**src/rtl/gate_barrier_ctrl_if.sv**
```systemverilog
// Barrier controller bus: authorisation, loop sensor and alarm-clear in; motor/status out.
// Latency: none (wiring only).
// Backpressure: none; open_cmd is a one-cycle pulse, queued inside the controller.
//
// Signals:
//   open_cmd        authorisation pulse from the occupancy controller
//   car_present     loop sensor under the barrier (synchronous, debounced)
//   alarm_clr       clears the sticky tailgate alarm
//   motor_up        drive barrier up
//   motor_down      drive barrier down
//   barrier_open    barrier fully raised
//   pend_cnt        authorisations not yet consumed
//   tailgate_alarm  sticky tailgate alarm
interface gate_barrier_ctrl_if #(
  parameter int PEND_W = 2
);
  logic              open_cmd;
  logic              car_present;
  logic              alarm_clr;
  logic              motor_up;
  logic              motor_down;
  logic              barrier_open;
  logic [PEND_W-1:0] pend_cnt;
  logic              tailgate_alarm;

  // Stimulus side (occupancy controller + sensors)
  modport master (
    output open_cmd, car_present, alarm_clr,
    input  motor_up, motor_down, barrier_open, pend_cnt, tailgate_alarm
  );

  // Barrier controller side
  modport slave (
    input  open_cmd, car_present, alarm_clr,
    output motor_up, motor_down, barrier_open, pend_cnt, tailgate_alarm
  );
endinterface

```
**src/rtl/gate_barrier_ctrl.sv**
```systemverilog
// Barrier motor controller for one garage door: queues authorisations, raises, holds, lowers.
// Latency: open_cmd -> pend_cnt 1 cycle, -> motor_up 2 cycles; all outputs registered.
// Backpressure: none; authorisations queue in pend_cnt, saturating at 2^PEND_W-1.
//
// Ports: clock, reset_n (async active-low), bus (gate_barrier_ctrl_if.slave, see interface).
// Optional feature: define GATE_TAILGATE_ALARM_EN to build the sticky tailgate alarm;
// otherwise tailgate_alarm is tied 0 and alarm_clr is ignored.
// The interface PEND_W must match this module's PEND_W.
module gate_barrier_ctrl #(
  parameter int MOVE_CYCLES = 8,
  parameter int HOLD_CYCLES = 16,
  parameter int TIMER_W     = 5,
  parameter int PEND_W      = 2
) (
  input  logic                  clock,
  input  logic                  reset_n,
  gate_barrier_ctrl_if.slave    bus
);

  typedef enum logic [1:0] {
    CLOSED  = 2'd0,
    OPENING = 2'd1,
    OPEN    = 2'd2,
    CLOSING = 2'd3
  } state_t;

  localparam logic [TIMER_W-1:0] MOVE_LOAD = TIMER_W'(MOVE_CYCLES - 1);
  localparam logic [TIMER_W-1:0] HOLD_LOAD = TIMER_W'(HOLD_CYCLES - 1);
  localparam logic [PEND_W-1:0]  PEND_MAX  = '1;

  state_t             state_q, state_d;
  logic [TIMER_W-1:0] timer_q, timer_d;
  logic [PEND_W-1:0]  pend_q,  pend_d;
  logic               car_prev;
  logic               motor_up_q, motor_down_q, barrier_open_q;

  logic timer_zero;
  logic pend_zero;
  logic pass_evt;
  logic consume;

  assign timer_zero = (timer_q == '0);
  assign pend_zero  = (pend_q == '0);

  // A car has finished crossing the loop while the barrier is up.
  assign pass_evt = (state_q == OPEN) && car_prev && !bus.car_present;

  // One authorisation is used up by a passage, or abandoned when the hold
  // timer runs out with nobody on the loop.
  assign consume = (state_q == OPEN) &&
                   (pass_evt || (timer_zero && !bus.car_present));

  // Pending-authorisation counter. A simultaneous grant and consume cancel
  // out, even when the counter is saturated.
  always_comb begin
    pend_d = pend_q;
    if (bus.open_cmd && consume) begin
      pend_d = pend_q;
    end else if (bus.open_cmd) begin
      if (pend_q != PEND_MAX) pend_d = pend_q + PEND_W'(1);
    end else if (consume) begin
      if (!pend_zero) pend_d = pend_q - PEND_W'(1);
    end
  end

  // Next-state and timer. Move decisions use the registered pend_cnt, so a
  // fresh open_cmd needs one cycle to land before it can start the motor.
  always_comb begin
    state_d = state_q;
    timer_d = timer_q;
    unique case (state_q)
      CLOSED: begin
        if (!pend_zero) begin
          state_d = OPENING;
          timer_d = MOVE_LOAD;
        end
      end
      OPENING: begin
        if (timer_zero) begin
          state_d = OPEN;
          timer_d = HOLD_LOAD;
        end else begin
          timer_d = timer_q - TIMER_W'(1);
        end
      end
      OPEN: begin
        if (pend_zero && !bus.car_present) begin
          state_d = CLOSING;
          timer_d = MOVE_LOAD;
        end else if (bus.car_present || consume) begin
          // Occupied loop holds the barrier; a consumed authorisation
          // gives the next queued car a fresh hold window.
          timer_d = HOLD_LOAD;
        end else begin
          timer_d = timer_q - TIMER_W'(1);
        end
      end
      CLOSING: begin
        // Safety reversal and new authorisations both restart a full rise,
        // and take precedence over reaching the bottom.
        if (bus.car_present || !pend_zero) begin
          state_d = OPENING;
          timer_d = MOVE_LOAD;
        end else if (timer_zero) begin
          state_d = CLOSED;
        end else begin
          timer_d = timer_q - TIMER_W'(1);
        end
      end
      default: begin
        state_d = CLOSED;
        timer_d = '0;
      end
    endcase
  end

  always_ff @(posedge clock or negedge reset_n) begin
    if (!reset_n) begin
      state_q        <= CLOSED;
      timer_q        <= '0;
      pend_q         <= '0;
      car_prev       <= 1'b0;
      motor_up_q     <= 1'b0;
      motor_down_q   <= 1'b0;
      barrier_open_q <= 1'b0;
    end else begin
      state_q        <= state_d;
      timer_q        <= timer_d;
      pend_q         <= pend_d;
      car_prev       <= bus.car_present;
      // Outputs are decoded from the next state so they are clean flops that
      // track the state register exactly; the two motor lines are mutually
      // exclusive by construction.
      motor_up_q     <= (state_d == OPENING);
      motor_down_q   <= (state_d == CLOSING);
      barrier_open_q <= (state_d == OPEN);
    end
  end

  assign bus.motor_up     = motor_up_q;
  assign bus.motor_down   = motor_down_q;
  assign bus.barrier_open = barrier_open_q;
  assign bus.pend_cnt     = pend_q;

`ifdef GATE_TAILGATE_ALARM_EN
  logic alarm_q;
  logic alarm_set;

  // A car arriving at a closed barrier, or a passage with no authorisation
  // left, is a tailgater.
  assign alarm_set = ((state_q == CLOSED) && bus.car_present && !car_prev) ||
                     (pass_evt && pend_zero);

  always_ff @(posedge clock or negedge reset_n) begin
    if (!reset_n) begin
      alarm_q <= 1'b0;
    end else if (bus.alarm_clr) begin
      alarm_q <= 1'b0;
    end else if (alarm_set) begin
      alarm_q <= 1'b1;
    end
  end

  assign bus.tailgate_alarm = alarm_q;
`else
  logic unused_alarm_clr;
  assign unused_alarm_clr   = bus.alarm_clr;
  assign bus.tailgate_alarm = 1'b0;
`endif

endmodule

```
**src/flat_wrapper.sv**
```systemverilog
// flat-port wrapper written by rule: the top's interface ports become plain ports
module gate_barrier_ctrl_flat 
#(
  parameter int MOVE_CYCLES = 8,
  parameter int HOLD_CYCLES = 16,
  parameter int TIMER_W     = 5,
  parameter int PEND_W      = 2
)
  (clock, reset_n, bus_open_cmd, bus_car_present, bus_alarm_clr, bus_motor_up, bus_motor_down, bus_barrier_open, bus_pend_cnt, bus_tailgate_alarm);
  gate_barrier_ctrl_if #(.PEND_W(PEND_W)) bus_i ();
  input  logic clock;
  input  logic reset_n;
  input wire logic [$bits(bus_i.open_cmd)-1:0] bus_open_cmd;
  input wire logic [$bits(bus_i.car_present)-1:0] bus_car_present;
  input wire logic [$bits(bus_i.alarm_clr)-1:0] bus_alarm_clr;
  output wire logic [$bits(bus_i.motor_up)-1:0] bus_motor_up;
  output wire logic [$bits(bus_i.motor_down)-1:0] bus_motor_down;
  output wire logic [$bits(bus_i.barrier_open)-1:0] bus_barrier_open;
  output wire logic [$bits(bus_i.pend_cnt)-1:0] bus_pend_cnt;
  output wire logic [$bits(bus_i.tailgate_alarm)-1:0] bus_tailgate_alarm;
  assign bus_i.open_cmd = bus_open_cmd;
  assign bus_i.car_present = bus_car_present;
  assign bus_i.alarm_clr = bus_alarm_clr;
  assign bus_motor_up = bus_i.motor_up;
  assign bus_motor_down = bus_i.motor_down;
  assign bus_barrier_open = bus_i.barrier_open;
  assign bus_pend_cnt = bus_i.pend_cnt;
  assign bus_tailgate_alarm = bus_i.tailgate_alarm;
  gate_barrier_ctrl #(.MOVE_CYCLES(MOVE_CYCLES), .HOLD_CYCLES(HOLD_CYCLES), .TIMER_W(TIMER_W), .PEND_W(PEND_W)) u_core (.clock(clock), .reset_n(reset_n), .bus(bus_i));
endmodule
```
**config.mk**
```make
export PLATFORM = sky130hd
export DESIGN_NAME = gate_barrier_ctrl_flat
export DESIGN_NICKNAME = d
export VERILOG_FILES = /design/src/rtl/gate_barrier_ctrl_if.sv /design/src/rtl/gate_barrier_ctrl.sv /design/src/flat_wrapper.sv
export SDC_FILE = /design/constraint.sdc
export NUM_CORES = 1
export LEC_CHECK = 0
export CORE_MARGIN = 2
export CORE_UTILIZATION = 49
export DETAILED_ROUTE_END_ITERATION = 16
export PLACE_DENSITY = 0.73
export SLEW_MARGIN = 20
export SYNTH_ARGS = -nofsm -noshare
export SYNTH_HDL_FRONTEND = slang
export SYNTH_SLANG_ARGS = --single-unit
export TNS_END_PERCENT = 20
```
**constraint.sdc**
```tcl
create_clock -name clock -period 1.8 [get_ports clock]
set_input_delay 0.18 -clock clock [delete_from_list [all_inputs] [get_ports clock]]
set_output_delay 0.18 -clock clock [all_outputs]
set_load 0.02 [all_outputs]
```
[Yosys cells after proc, flatten, opt, wreduce, memory -nomap -nowiden]
Cells that the tools add are included.
Widths: inputs -> output; s select.
Cells by class
  magnitude comparators: 0
  eq/ne operators: 11
  $mul: 0
  add/subtract/negate cells: 3
  mux-type cells: 17
  bitwise operators: 1
  reduce and logical (&&, ||, !) cells: 17
  divide/modulo/power cells: 0
  shift-type cells: 0
Operators with widths (number)
  $mux 5: 6
  $pmux 5 s4: 1
  $mux 2: 9
  $eq 2x2->1 const B: 4
  $pmux 2 s4: 1
  $logic_and 1x1->1: 6
  $ne 2x2->1 const B: 3
  $logic_not 5->1: 1
  $sub 5x1->5 const B: 1
  $eq 2x1->1 const B: 2
  $logic_not 2->1: 2
  $reduce_and 4->1: 1
  $logic_or 1x1->1: 3
  $ne 3x3->1 const B: 1
  $add 2x1->2 const B: 1
  $logic_not 1->1: 2
  $ne 2x1->1 const B: 1
  $reduce_and 2->1: 1
  $reduce_bool 2->1: 1
  $sub 2x1->2 const B: 1
  $not 1->1: 1
Storage, ports and cells
  flip-flop bits (word level): 13
  memories: 0
  bits in read-only memories: 0
  bits in latches: 0
  bits in writable memories: 0

[Depth between registers and ports, before layout]
Gate-level depths: netlist of the first run.
  depth after elaboration: 9
  mapped depth: 7
  depth with buffers taken out: 7

[Worst setup path after synthesis of the first run]
OpenSTA, ideal clock, no wires.
  path type: reg-to-reg
  start: register u_core.timer_q[0]
  end: register u_core.timer_q[2]
  data required time: 1.668 ns
  setup time: 0.132 ns
  path buffers: 0
  arrival: 1.515 ns
  cell stages (with the launch flop): 7
  path slack: 0.154 ns
  period minus slack after synthesis: 1.646 ns
  cells stage by stage: dfrtp_1 > inv_1 > ha_1 > nor4b_4 > or4_1 > o221ai_1 > nand3_1
Between the ends
  cells in the longest elaborated chain, start to end: 8
  elaborated cells on any way between the ends: 14
RTL lines
  start: declaration: RTL line gate_barrier_ctrl.sv:32  | logic [TIMER_W-1:0] timer_q, timer_d;
  start signal: assignment: RTL line gate_barrier_ctrl.sv:128  | timer_q <= timer_d;
  branches (longest 8 deep; another with $sub 5x1->5)
Parallel ways; which one is timed is not known. The select of a mux whose other input is x is not followed.
A chain may end at the register's enable or synchronous reset.

[Worst setup path in the final report of the first run]
  start: register u_core.timer_q[0]
  end: register u_core.pend_q[0], in the netlist u_core.bus.pend_cnt[0]
Between the ends
  cells in the longest elaborated chain, start to end: 7
  elaborated cells on any way between the ends: 8
RTL lines
  $logic_not 5->1 (*): RTL line gate_barrier_ctrl.sv:42  | assign timer_zero = (timer_q == '0);
  $logic_and 1x1->1 (*): RTL line gate_barrier_ctrl.sv:51  | (pass_evt || (timer_zero && !bus.car_present));
  $logic_or 1x1->1 (*): RTL line gate_barrier_ctrl.sv:51
  $logic_and 1x1->1 (*): RTL line gate_barrier_ctrl.sv:50  | assign consume = (state_q == OPEN) &&
  $logic_and 1x1->1: RTL line gate_barrier_ctrl.sv:57  | if (bus.open_cmd && consume) begin
  $not 1->1 (no line)
  $reduce_and 4->1 (no line) (*)
  end signal: assignment: RTL line gate_barrier_ctrl.sv:129  | pend_q <= pend_d;
  end: declaration: RTL line gate_barrier_ctrl.sv:33  | logic [PEND_W-1:0] pend_q, pend_d;
Every way passes the cells marked *; elsewhere a longest branch is shown, timed or not.

==> results.toml, run 1 <==
[logic_synthesis]
synth-seq-cells = 13
ys_warn_count = 0
seq_area_frac_synth_pct = 42.1
syn_area_per_cell_um2 = 9.67
synth_cell_types = 41
syn-instance-count = 80
synth_area_um2 = 773
syn_nets = 86

[final_layout]
syn2layout_area_growth_pct = 16.7
final_common_cell = "dfrtp_1"
antenna_cells = 0
final_cell_mix = "13 x dfrtp_1, 10 x nor2_1, 8 x clkdlybuf4s50_1"
layout-drive-gt1-share_pct = 19.8
postLayoutCoreUtil_pct = 60.6
stdcell_area_um2 = 902
fin_nets = 98

[clock_network]
worstSkewPairLatency_ns = 0.28
clkTransAtPathRegs_ns = 0.09
cts_hold_buf = 0
cts_resized = 0
cts_sinks = 13
cts_tree = "done"
clock-root-buffer = "clkbuf_4"
clockBufferDepth = 2
cts_buffers = 3
h-tree-depth = 1
cts_setup_buffers = 0

[floorplan]
num_io_pins = 11
core_mm2 = 0.00149
fp-row-count = 14
die_h_um = 43.7
dieArea_mm2 = 0.00191
fp.dieW_um = 43.7
initial_utilization_pct = 51.9

[power]
p_sw_share_pct = 37.5
p_total_mw = 1.08
power_frac_comb_pct = 39.4
clkPwrFrac_pct = 17.3
power_density_mw_per_mm2 = 1200
p_int_uw = 674
leakage_nw = 0.367
switching_power_uw = 405
pwr-share-seq_pct = 43.3
vdd_ir_drop_max_uv = 912

[timing]
fin_crit_sh_pct = 98.0
hold_viol = 0
maxSlewHeadroom_pct = 60.5
fmax_mhz = 567
finalSetupTns_ns = 0
fin_skew_ns = 0.00382
hold_ws_ns = 0.266
worst_pin_slew_ns = 0.591
setup_viol_count_final = 0
period_needed_ns = 1.76
rsz0062_at_grt = "true"
drv_slew = 0

[detailed_routing]
viasPerCell = 5.70
wl_per_cell_um = 13.9
dr.pass1.iters = 3
vias = 610
drtIter0Drc = 6
postRouteWirelength_mm = 1.49
ant_nets = 0
drc = 0

[grt]
grt_pass1_wl_mm = 2.70
grt_pass1_vias = 655
grtUsageTotal_pct = 19.6
grt_max_degree = 14
antenna_found_initial = 0
grt_overflow_total = 0

[placed_design]
io_buffers = 8
gp_congestion = 0.826
dp_hpwl_mm = 1.06
dpl-instance-area_um2 = 862

[critical_path]
worstPathArrival_ns = 1.96
cp-start-kind = "register"
path_class = "reg -> reg"
end_kind = "register"
path_max_fanout = 10
critPathRequiredTime_ns = 2.00

[flow_run]
maxCapViolCount = 0

[run_status]
status = "complete, no violations"

[min_path]
hold_path_class = "in -> async"
==> routing by layer <==
| layer | up-vias | share of wire [%] | global-route usage, % |
|---|---|---|---|
| met5 | - | 0 | 0 |
| met4 | 0 | 3.2 | 13.9 |
| met3 | 6 | 3.8 | 6.25 |
| met2 | 10 | 45 | 29.1 |
| met1 | 286 | 48 | 23.9 |
| li1 | 308 | - | - |
==> cells in the mapped netlist (all sizes together) <==
| library cell | instances | area share [%] |
|---|---|---|
| a211oi | 1 | 1.6 |
| a21boi | 1 | 0.97 |
| a21o | 1 | 1.1 |
| a21oi | 4 | 2.6 |
| a22oi | 1 | 0.97 |
| a311o | 1 | 1.3 |
| a311oi | 1 | 1.1 |
| a31oi | 1 | 0.81 |
| a32oi | 1 | 1.1 |
| buf | 3 | 3.9 |
| clkbuf | 1 | 0.48 |
| conb | 1 | 0.48 |
| dfrtp | 13 | 42 |
| ha | 1 | 1.6 |
| inv | 6 | 2.9 |
| mux2 | 2 | 3.4 |
| nand2 | 3 | 1.5 |
| nand2b | 3 | 2.4 |
| nand3 | 2 | 1.3 |
| nor2 | 10 | 4.9 |
| nor2b | 2 | 1.6 |
| nor3 | 3 | 1.9 |
| nor3b | 1 | 0.97 |
| nor4b | 1 | 3.1 |
| o21a | 3 | 3.1 |
| o21ai | 2 | 1.3 |
| o221ai | 1 | 1.1 |
| o22ai | 1 | 0.81 |
| o2bb2ai | 1 | 1.1 |
| o31a | 1 | 1.1 |
| o31ai | 1 | 0.97 |
| o32ai | 1 | 1.1 |
| or2 | 1 | 0.81 |
| or3b | 1 | 1.1 |
| or4 | 1 | 0.97 |
| xor2 | 2 | 2.3 |
==> metrics by stage <==
stage	setup WS, ns	std cells
detailed placement	0.0430	103
global placement	0.0934	103
CTS	0.0296	107
finish	0.0364	107
floorplan	0.154	80
global route	-0.0939	107
==> worst paths after layout <==
check,from,to,slack (ns),cells past startpoint
max in group asynchronous,reset_n,u_core.bus.pend_cnt[0],1.15,1
min reg2reg,u_core.timer_q[0],u_core.timer_q[0],0.52,1
min,reset_n,u_core.timer_q[0],0.27,1
max reg2reg,u_core.timer_q[0],u_core.bus.pend_cnt[0],0.04,6
max,u_core.timer_q[0],u_core.bus.pend_cnt[0],0.04,6
min in group clock,bus_car_present,u_core.car_prev,0.42,1
==> power groups by stage <==
stage | sequential, mW | combinational [mW] | clock, mW
floorplan | 0.451 | 0.314 | 0
global placement | 0.466 | 0.402 | 0
detailed placement | 0.471 | 0.417 | 0
CTS | 0.465 | 0.419 | 0.196
global route | 0.480 | 0.483 | 0.208
finish | 0.467 | 0.425 | 0.186
==> critical path, cell delays in order (launching register included) <==
cell and delay [ns]:
dfrtp_1 0.42, inv_1 0.07, ha_2 0.17, nor4b_4 0.47, o21a_2 0.26, a21boi_1 0.09
a211oi_2 0.20
==> layout make-up <==
| cell class | instances | area (um2) |
|---|---|---|
| Fill cell | 125 | 587 |
| Multi-Input combinational cell | 57 | 404 |
| Sequential cell | 13 | 325 |
| Timing Repair Buffer | 11 | 103 |
| Clock buffer | 3 | 22.5 |
| Inverter | 6 | 22.5 |
| Tap cell | 16 | 20.0 |
| Clock inverter | 1 | 5.00 |
==> state kept, by name, summed over array words and instances (netlist names) <==
register and cells:
u_core.bus.barrier_open 1, u_core.bus.motor_down 1, u_core.bus.motor_up 1, u_core.bus.pend_cnt 2, u_core.car_prev 1, u_core.state_q 2
u_core.timer_q 5
==> logic make-up after synthesis <==
group	count (synthesis)	share of synthesized area [%]
flops	13	42.1
buf+inv	10	7.28
xor+xnor	2	2.27
fa+ha+maj	1	1.62
compound gates	23	22.3
other cells	1	0.485
mux	2	3.40
simple gates	28	20.6
(Power assumes the default switching activity.)
==> run 2: changes to the inputs <==
--- a/config.mk
+++ b/config.mk
@@ -5,10 +5,10 @@
 export SDC_FILE = /design/constraint.sdc
 export NUM_CORES = 1
 export LEC_CHECK = 0
+export CORE_ASPECT_RATIO = 0.8
 export CORE_MARGIN = 2
-export CORE_UTILIZATION = 49
+export CORE_UTILIZATION = 30
 export DETAILED_ROUTE_END_ITERATION = 16
-export PLACE_DENSITY = 0.73
 export SLEW_MARGIN = 20
 export SYNTH_ARGS = -nofsm -noshare
 export SYNTH_HDL_FRONTEND = slang
==> run 2 against run 1 <==
Against the previous run: maximum frequency grew 4.1%; die area grew 57%; combinational power grew 2%; non-clock buffer count grew 1; cell area grew 4.4%; sequential power grew 2%; first-iteration DRC count grew to 3.5 times the previous value; wire length grew 2.2%; sequential cell count is the same; critical path type unchanged; largest cell class unchanged; highest routed layer unchanged.
==> results.toml, run 2 (synthesis gave the netlist of run 1 again) <==
[critical_path]
reg2reg_slack_ns = 0.11
cp-endpoint = "u_core.timer_q[2]"
r2r-end = "u_core.timer_q[2]"
max_stage_delay_ns = 0.44
critPathRequiredTime_ns = 1.95
cp-start-kind = "register"
worstPathArrival_ns = 1.84
slowest_stage = "or4_1"
path_max_fanout = 5
end_kind = "register"
critical_path.cell_chain = "inv_1 > ha_1 > nor4b_2 > or4_1 > o221ai_2 > nand3_1"
path_class = "reg -> reg"
startpoint = "u_core.timer_q[0]"
worst-r2r-cell-count = 6
r2r-start = "u_core.timer_q[0]"

[grt]
grtUsageTotal_pct = 11.1
antenna_found_initial = 0
grt_pass1_vias = 563
grt_pass1_wl_mm = 2.57
grt_max_degree = 14
grt_overflow_total = 0

[floorplan]
fp-row-count = 16
num_io_pins = 11
fp.dieW_um = 60.8
dieArea_mm2 = 0.00300
initial_utilization_pct = 31.7
core_mm2 = 0.00244
die_h_um = 49.4

[clock_network]
cts_hold_buf = 0
cts_resized = 0
clock-root-buffer = "clkbuf_4"
cts_setup_buffers = 0
worstSkewPairLatency_ns = 0.26
clockBufferDepth = 2
cts_tree = "done"
clkTransAtPathRegs_ns = 0.08
h-tree-depth = 1
cts_sinks = 13
cts_buffers = 3

[timing]
fmax_mhz = 590
maxSlewHeadroom_pct = 62.3
hold_ws_ns = 0.273
period_needed_ns = 1.69
hold_viol = 0
drv_slew = 0
fin_skew_ns = 0.00133
setup_viol_count_final = 0
worst_pin_slew_ns = 0.563
fin_crit_sh_pct = 94.1
finalSetupTns_ns = 0
rsz0062_at_grt = "false"

[final_layout]
final_common_cell = "dfrtp_1"
final_cells = 129
fin_nets = 100
antenna_cells = 0
top_register = "u_core.timer_q"
layout-drive-gt1-share_pct = 18.3
syn2layout_area_growth_pct = 21.8
final_cell_mix = "13 x dfrtp_1, 10 x nor2_1, 8 x clkdlybuf4s50_1"
largest_reg_flops = 5

[detailed_routing]
ant_nets = 0
wl_per_cell_um = 11.8
vias = 642
drtIter0Drc = 21
viasPerCell = 4.98
dr.pass1.iters = 4
drc = 0
postRouteWirelength_mm = 1.52

[placed_design]
io_buffers = 8
dp.cells = 124
dp_hpwl_mm = 1.13
gp_congestion = 0.809

[min_path]
hold_path_class = "in -> async"

[run_status]
status = "complete, no violations"

[power]
vdd_ir_drop_max_uv = 483
leakage_nw = 0.370
power_density_mw_per_mm2 = 1150

[flow_run]
maxCapViolCount = 0
[run 2: worst max-delay path: cells and delay by family (launching register included)]
| family | cells | cell delay [ns] |
|---|---|---|
| buffers and inverters | 1 | 0.06 |
| AO/OA/AOI/OAI | 1 | 0.16 |
| flip-flops | 1 | 0.40 |
| AND/OR/NAND/NOR | 3 | 0.73 |
| adder cells (fa/ha/maj) | 1 | 0.23 |
[run 2: worst min path at each step]
| stage | endpoint | cells after the start |
|---|---|---|
| 2_1_floorplan | u_core.bus.barrier_open | 0 |
| 3_3_place_gp | u_core.timer_q[0] | 1 |
| 3_5_place_dp | u_core.timer_q[0] | 1 |
| 4_1_cts | u_core.timer_q[1] | 1 |
| 5_1_grt | u_core.timer_q[4] | 1 |
| 6_report | u_core.timer_q[1] | 1 |
[run 2: power by group]
part / switching (mW) / internal, mW / total (mW)
clock: 0.0890 / 0.0856 / 0.175
sequential: 0.108 / 0.367 / 0.475
combinational: 0.205 / 0.228 / 0.434
[run 2: layout make-up]
class,instances,area [um2]
Inverter,6,22.5
Fill cell,263,1500
Sequential cell,13,325
Clock buffer,4,26.3
Multi-Input combinational cell,58,413
Timing Repair Buffer,12,110
Tap cell,36,45.0
[run 2: routing by layer]
layer  routed length, um  vias up  global-route usage (%)  part of all wire (%)
met5                   0        -                       0                     0
met4                  13        0                    3.26                  0.85
met3                  59        2                    2.12                   3.9
met2                 691       12                    15.4                    45
met1                 756      312                    17.2                    50
li1                    -      316                       -                     -
[run 2: through the flow]
step	instance area (um2)	utilization [%]	setup slack [ns]	total power, mW
after floorplan	773	-	0.154	0.764
after detailed placement	895	36.6	0.0471	0.894
final	942	38.6	0.106	1.08
after global routing	942	38.6	0.0263	1.18
after global placement	895	36.6	0.0975	0.877
after CTS	921	37.7	0.0340	1.07
